[src/rtl/drp_responder_if.sv]
// DRP bus between the SysMon reader logic (master) and the emulated register
// file (slave).
interface drp_responder_if;
  logic [6:0]  DADDR_IN;
  logic        DEN_IN;
  logic        DWE_IN;
  logic [15:0] DI_IN;
  logic [15:0] DO_OUT;
  logic        DRDY_OUT;

  modport master (
    output DADDR_IN, DEN_IN, DWE_IN, DI_IN,
    input  DO_OUT, DRDY_OUT
  );

  modport slave (
    input  DADDR_IN, DEN_IN, DWE_IN, DI_IN,
    output DO_OUT, DRDY_OUT
  );
endinterface

[src/rtl/drp_responder.sv]
// DRP slave emulating the SysMon temperature/voltage register file; answers
// each accepted request with a DRDY strobe a fixed LATENCY after acceptance.
//
// state  | meaning
// IDLE   | waiting for DEN_IN; request accepted on the edge it is seen
// WAIT   | read data already snapshotted, timer counting down to zero
// RESP   | DRDY_OUT high for this single cycle, DO_OUT carries the snapshot
module drp_responder #(
  parameter int LATENCY = 4,
  parameter int CNT_W   = 16
) (
  input  logic                clk,
  input  logic                rst,
  drp_responder_if.slave      drp,
  input  logic [9:0]          i_temp_sample,
  input  logic [9:0]          i_vccint_sample,
  input  logic [9:0]          i_vccaux_sample,
  input  logic                i_sample_valid,
  output logic                o_busy
);

  localparam logic [1:0] S_IDLE = 2'd0;
  localparam logic [1:0] S_WAIT = 2'd1;
  localparam logic [1:0] S_RESP = 2'd2;
  localparam logic [3:0] LAT_M1 = 4'(LATENCY - 1);

  logic [1:0]       r_state;
  logic [3:0]       r_timer;
  logic [15:0]      r_snap;
  logic [15:0]      r_do;
  logic             r_drdy;
  logic [CNT_W-1:0] r_cnt;
  logic [9:0]       r_temp;
  logic [9:0]       r_vccint;
  logic [9:0]       r_vccaux;
  logic [9:0]       r_max;
  logic [9:0]       r_min;
  logic [15:0]      r_cfg0;
  logic [15:0]      r_cfg1;
  logic [15:0]      r_cfg2;

  logic             w_accept;
  logic [15:0]      w_rd_data;

  assign w_accept     = (r_state == S_IDLE) && drp.DEN_IN;
  assign o_busy       = (r_state != S_IDLE);
  assign drp.DO_OUT   = r_do;
  assign drp.DRDY_OUT = r_drdy;

  // Codes are stored 10 bits wide and left-justified only on the way out.
  always_comb begin
    w_rd_data = 16'h0000;
    case (drp.DADDR_IN)
      7'h00:   w_rd_data = {r_temp, 6'b0};
      7'h01:   w_rd_data = {r_vccint, 6'b0};
      7'h02:   w_rd_data = {r_vccaux, 6'b0};
      7'h20:   w_rd_data = {r_max, 6'b0};
      7'h24:   w_rd_data = {r_min, 6'b0};
      7'h3F:   w_rd_data = 16'(r_cnt);
      7'h40:   w_rd_data = r_cfg0;
      7'h41:   w_rd_data = r_cfg1;
      7'h42:   w_rd_data = r_cfg2;
      default: w_rd_data = 16'h0000;
    endcase
  end

  always_ff @(posedge clk) begin
    if (rst) begin
      r_state <= S_IDLE;
      r_timer <= 4'd0;
      r_snap  <= 16'h0000;
      r_do    <= 16'h0000;
      r_drdy  <= 1'b0;
      r_cnt   <= '0;
    end else begin
      r_drdy <= 1'b0;
      case (r_state)
        S_IDLE: begin
          if (drp.DEN_IN) begin
            r_state <= S_WAIT;
            r_timer <= LAT_M1;
            r_snap  <= drp.DWE_IN ? 16'h0000 : w_rd_data;
          end
        end
        S_WAIT: begin
          if (r_timer == 4'd0) begin
            r_state <= S_RESP;
            r_do    <= r_snap;
            r_drdy  <= 1'b1;
            r_cnt   <= r_cnt + CNT_W'(1);
          end else begin
            r_timer <= r_timer - 4'd1;
          end
        end
        S_RESP:  r_state <= S_IDLE;
        default: r_state <= S_IDLE;
      endcase
    end
  end

  // Register file: the read snapshot above sees these values before this edge's update.
  always_ff @(posedge clk) begin
    if (rst) begin
      r_temp   <= 10'h000;
      r_vccint <= 10'h000;
      r_vccaux <= 10'h000;
      r_max    <= 10'h000;
      r_min    <= 10'h3FF;
      r_cfg0   <= 16'h0000;
      r_cfg1   <= 16'h0000;
      r_cfg2   <= 16'h0000;
    end else begin
      if (w_accept && drp.DWE_IN) begin
        case (drp.DADDR_IN)
          7'h40:   r_cfg0 <= drp.DI_IN;
          7'h41:   r_cfg1 <= drp.DI_IN;
          7'h42:   r_cfg2 <= drp.DI_IN;
          default: ;
        endcase
      end
      if (i_sample_valid) begin
        r_temp   <= i_temp_sample;
        r_vccint <= i_vccint_sample;
        r_vccaux <= i_vccaux_sample;
        if (i_temp_sample > r_max) r_max <= i_temp_sample;
        if (i_temp_sample < r_min) r_min <= i_temp_sample;
      end
    end
  end

endmodule

[src/flat_wrapper.sv]
// flat-port wrapper written by rule: the top's interface ports become plain ports
module drp_responder_flat 
#(
  parameter int LATENCY = 4,
  parameter int CNT_W   = 16
)
  (clk, rst, i_temp_sample, i_vccint_sample, i_vccaux_sample, i_sample_valid, o_busy, drp_DADDR_IN, drp_DEN_IN, drp_DWE_IN, drp_DI_IN, drp_DO_OUT, drp_DRDY_OUT);
  drp_responder_if drp_i ();
  input  logic clk;
  input  logic rst;
  input  logic [9:0] i_temp_sample;
  input  logic [9:0] i_vccint_sample;
  input  logic [9:0] i_vccaux_sample;
  input  logic i_sample_valid;
  output logic o_busy;
  input wire logic [$bits(drp_i.DADDR_IN)-1:0] drp_DADDR_IN;
  input wire logic [$bits(drp_i.DEN_IN)-1:0] drp_DEN_IN;
  input wire logic [$bits(drp_i.DWE_IN)-1:0] drp_DWE_IN;
  input wire logic [$bits(drp_i.DI_IN)-1:0] drp_DI_IN;
  output wire logic [$bits(drp_i.DO_OUT)-1:0] drp_DO_OUT;
  output wire logic [$bits(drp_i.DRDY_OUT)-1:0] drp_DRDY_OUT;
  assign drp_i.DADDR_IN = drp_DADDR_IN;
  assign drp_i.DEN_IN = drp_DEN_IN;
  assign drp_i.DWE_IN = drp_DWE_IN;
  assign drp_i.DI_IN = drp_DI_IN;
  assign drp_DO_OUT = drp_i.DO_OUT;
  assign drp_DRDY_OUT = drp_i.DRDY_OUT;
  drp_responder #(.LATENCY(LATENCY), .CNT_W(CNT_W)) u_core (.clk(clk), .rst(rst), .drp(drp_i), .i_temp_sample(i_temp_sample), .i_vccint_sample(i_vccint_sample), .i_vccaux_sample(i_vccaux_sample), .i_sample_valid(i_sample_valid), .o_busy(o_busy));
endmodule
[config.mk]
export PLATFORM = sky130hd
export DESIGN_NAME = drp_responder_flat
export DESIGN_NICKNAME = d
export VERILOG_FILES = /design/src/rtl/drp_responder_if.sv /design/src/rtl/drp_responder.sv /design/src/flat_wrapper.sv
export SDC_FILE = /design/constraint.sdc
export NUM_CORES = 1
export LEC_CHECK = 0
export CAP_MARGIN = 20
export CORE_MARGIN = 2
export CORE_UTILIZATION = 45
export DETAILED_ROUTE_END_ITERATION = 10
export PLACE_DENSITY = 0.66
export RECOVER_POWER = 100
export SETUP_SLACK_MARGIN = 0.1
export SKIP_CTS_REPAIR_TIMING = 1
export SLEW_MARGIN = 40
export SYNTH_ARGS = -nofsm -noshare
export SYNTH_HDL_FRONTEND = slang
export SYNTH_SLANG_ARGS = --single-unit
[constraint.sdc]
create_clock -name clk -period 2.4 [get_ports clk]
set_input_delay 0.48 -clock clk [delete_from_list [all_inputs] [get_ports clk]]
set_output_delay 0.48 -clock clk [all_outputs]
set_load 0.03 [all_outputs]
==> impl_metrics.py <==
metrics = {
    "run_status": {
        "outcome": "finished with violations",
        "violations": "max-capacitance violations, max-slew violations",
    },
    "setup_path": {
        "startpoint_type": "input pin",
        "worst_path_largest_cell_delay_ns": 0.74,
        "crit_type": "in2reg",
        "r2r_cells": 8,
        "cp_num_buf_inv": 1,
        "crit_fanout": 10,
        "slowest_stage": "dlygate4sd3_1",
        "path_cells": "dlygate4sd3_1, nor3_1, and3_1, nor4_1, or2_2, o21ai_0",
        "critPathRequiredTime_ns": 2.69,
        "r2r_end": "u_core.drp.DO_OUT[11]",
        "critPathTopFamily": "simple AND/OR/NAND/NOR gates",
        "arrival_ns": 2.52,
        "end_kind": "register",
        "timing.rr.start": "u_core.r_timer[0]",
        "ff2ff_setup_slack_ns": 0.48,
    },
    "clock_tree": {
        "cts.sinks": 153,
        "path_clk_slew_ns": 0.06,
        "cts_root_buf": "clkbuf_16",
        "cts_max_path_buffers": 2,
        "cts_inserted_buffers": 17,
        "clkLatencyLatePin_ns": 0.42,
        "htreeDepth": 4,
        "cts_tree": "built",
    },
    "logic_synthesis": {
        "synth-seq-cells": 153,
        "ys_warn_count": 0,
        "syn-num-nets": 902,
        "synth_edf_count": 0,
        "ys_types": 59,
        "seq_area_frac_synth_pct": 43.3,
        "synth_flop_cell": "dfxtp_1",
        "synth.cell_area_um2": 7080,
        "synth.avg_cell_area_um2": 8.61,
        "ys_async_sr_fraction_pct": 0,
        "synth_cells": 822,
    },
    "route": {
        "via_count": 6225,
        "via_per_inst": 5.36,
        "ant_nets": 0,
        "wl_per_cell_um": 16.4,
        "drt_iter0_drc": 476,
        "routed_wl_mm": 19.1,
        "drc_errors": 0,
        "firstDrtPassIters": 6,
    },
    "timing": {
        "hold_violations": 0,
        "relSlewSlack_pct": -4.61,
        "rsz0062_at_grt": "false",
        "clock.fmax_mhz": 449,
        "worst_slew_pin_slew_ns": 1.57,
        "fin_crit_sh_pct": 92.9,
        "fin_skew_ns": 0.00879,
        "finalSetupViolations": 0,
        "drv_slew": 69,
        "period_needed_ns": 2.23,
    },
    "die": {
        "io_pins": 76,
        "initial_core_util_pct": 46.4,
        "die_w_um": 129,
        "dieArea_um2": 16700,
        "fp.dieH_um": 129,
        "rows": 45,
        "core_area_um2": 15300,
    },
    "layout": {
        "design_area_um2": 9020,
        "drive_gt1_share_pct": 14.2,
        "seqCellArea_um2": 3060,
        "fin_nets": 1021,
        "final_common_cell": "nand2_1",
        "fillers": 1380,
        "multi_input_area_um2": 3620,
        "insertedDiodeCount": 0,
        "areaGrowthSynthToFinish_pct": 27.4,
        "layout_common_cells": "184 x nand2_1, 153 x dfxtp_1, 63 x buf_4, 59 x nor2_1, 59 x a21oi_1",
    },
    "power_and_ir_drop": {
        "ir_worst_vdd_mv": 0.511,
        "power_mw": 6.29,
        "p_leak_nw": 3.45,
        "p_per_area_nw_per_um2": 698,
    },
    "global_routing": {
        "grt_max_degree": 69,
        "grt_usage_pct": 23.7,
        "grt_first_pass_wirelength_mm": 30.5,
        "antenna_found_initial": 0,
        "grt_pass1_vias": 5788,
        "grt_overflow": 0,
    },
    "placed_design": {
        "gp_congestion": 0.877,
        "port_buffers": 75,
        "placed_cell_area_um2": 8440,
        "dpl.hpwl_mm": 14.0,
    },
    "min_path": {
        "hp-class": "reg2reg",
        "hold_end": "u_core.drp.DO_OUT[13]",
        "min-delay-start": "u_core.drp.DO_OUT[13]",
        "hold_depth": 2,
    },
    "run": {
        "drv_cap": 1,
    },
}
## tightest hold or removal path: stages, from the launching register on
cell and delay (ns):
dfxtp_1 0.30, nand2_1 0.05, a21oi_1 0.05
## synth_stat cells (all sizes together) (10+ instances only)
library cell / count / area (um2)
buf: 25 / 166
nor2: 61 / 231
o311ai: 10 / 87.6
inv: 29 / 109
mux2i: 52 / 521
a22oi: 15 / 113
a222oi: 10 / 100
a21oi: 75 / 450
dfxtp: 153 / 3060
ha: 22 / 275
clkbuf: 25 / 93.8
nand2: 184 / 691
o21ai: 28 / 140
nor3: 18 / 118
## worst max path at each step
| stage | start | endpoint | cells past startpoint |
|---|---|---|---|
| after floorplan | drp_DADDR_IN[3] | u_core.r_cfg0[10] | 7 |
| after global placement | drp_DADDR_IN[3] | u_core.r_snap[14] | 9 |
| after detailed placement | drp_DADDR_IN[3] | u_core.r_cfg1[12] | 9 |
| after CTS | drp_DADDR_IN[3] | u_core.r_cfg1[12] | 9 |
| after global routing | drp_DADDR_IN[2] | u_core.r_cfg1[9] | 9 |
| final | drp_DADDR_IN[0] | u_core.r_snap[10] | 6 |
## layout make-up
type                            instances  share of cell area [%]
Timing Repair Buffer                  150                    14.8
Multi-Input combinational cell        589                    40.2
Sequential cell                       153                    34.0
Clock inverter                          7                    1.57
Inverter                               30                    1.25
Tap cell                              211                    2.93
Clock buffer                           22                    5.37
## cell families (layout without fill, tap and decap cells)
group,count (synthesis),after routing,synth area share [%]
AO/OA/AOI/OAI,183,183,18.0
XOR/XNOR,12,12,1.49
adder cells (fa/ha/maj),22,22,3.89
buffers and inverters,80,209,5.27
flip-flops,153,153,43.3
multiplexers,55,55,8.31
AND/OR/NAND/NOR,317,317,19.8
## layer usage
metal  up-vias  track usage [%]  part of all wire [%]
li1       3115                -                     -
met1      2939             33.8                    49
met2       149             36.3                    45
met3        22             4.50                   4.3
met4         0             7.74                   1.8
met5         -                0                     0
## metrics by stage
stage                     instances  hold WS, ns  setup TNS [ns]  setup WS (ns)  util, %
after global routing           1162        0.467               0         0.0788     59.1
after CTS                      1162        0.390               0          0.251     59.4
after floorplan                 822        0.425               0          0.339        -
after detailed placement       1133        0.446           -8.32         -0.187     55.3
final                          1162        0.449               0          0.171     59.1
after global placement         1133        0.442           -6.44         -0.158     55.3
## sequential cells by signal (all words and copies together) (netlist names), 16 cells and up
name               cells
u_core.r_cfg2         16
u_core.r_snap         16
u_core.r_cfg1         16
u_core.r_cfg0         16
u_core.drp.DO_OUT     16
u_core.r_cnt          16
## power breakdown
group / switching [mW] / total, mW / internal, mW
Combinational: 0.397 / 0.736 / 0.340
Sequential: 0.0699 / 2.70 / 2.63
Clock: 1.02 / 2.85 / 1.83
Power figures use the tool's default switching activity.
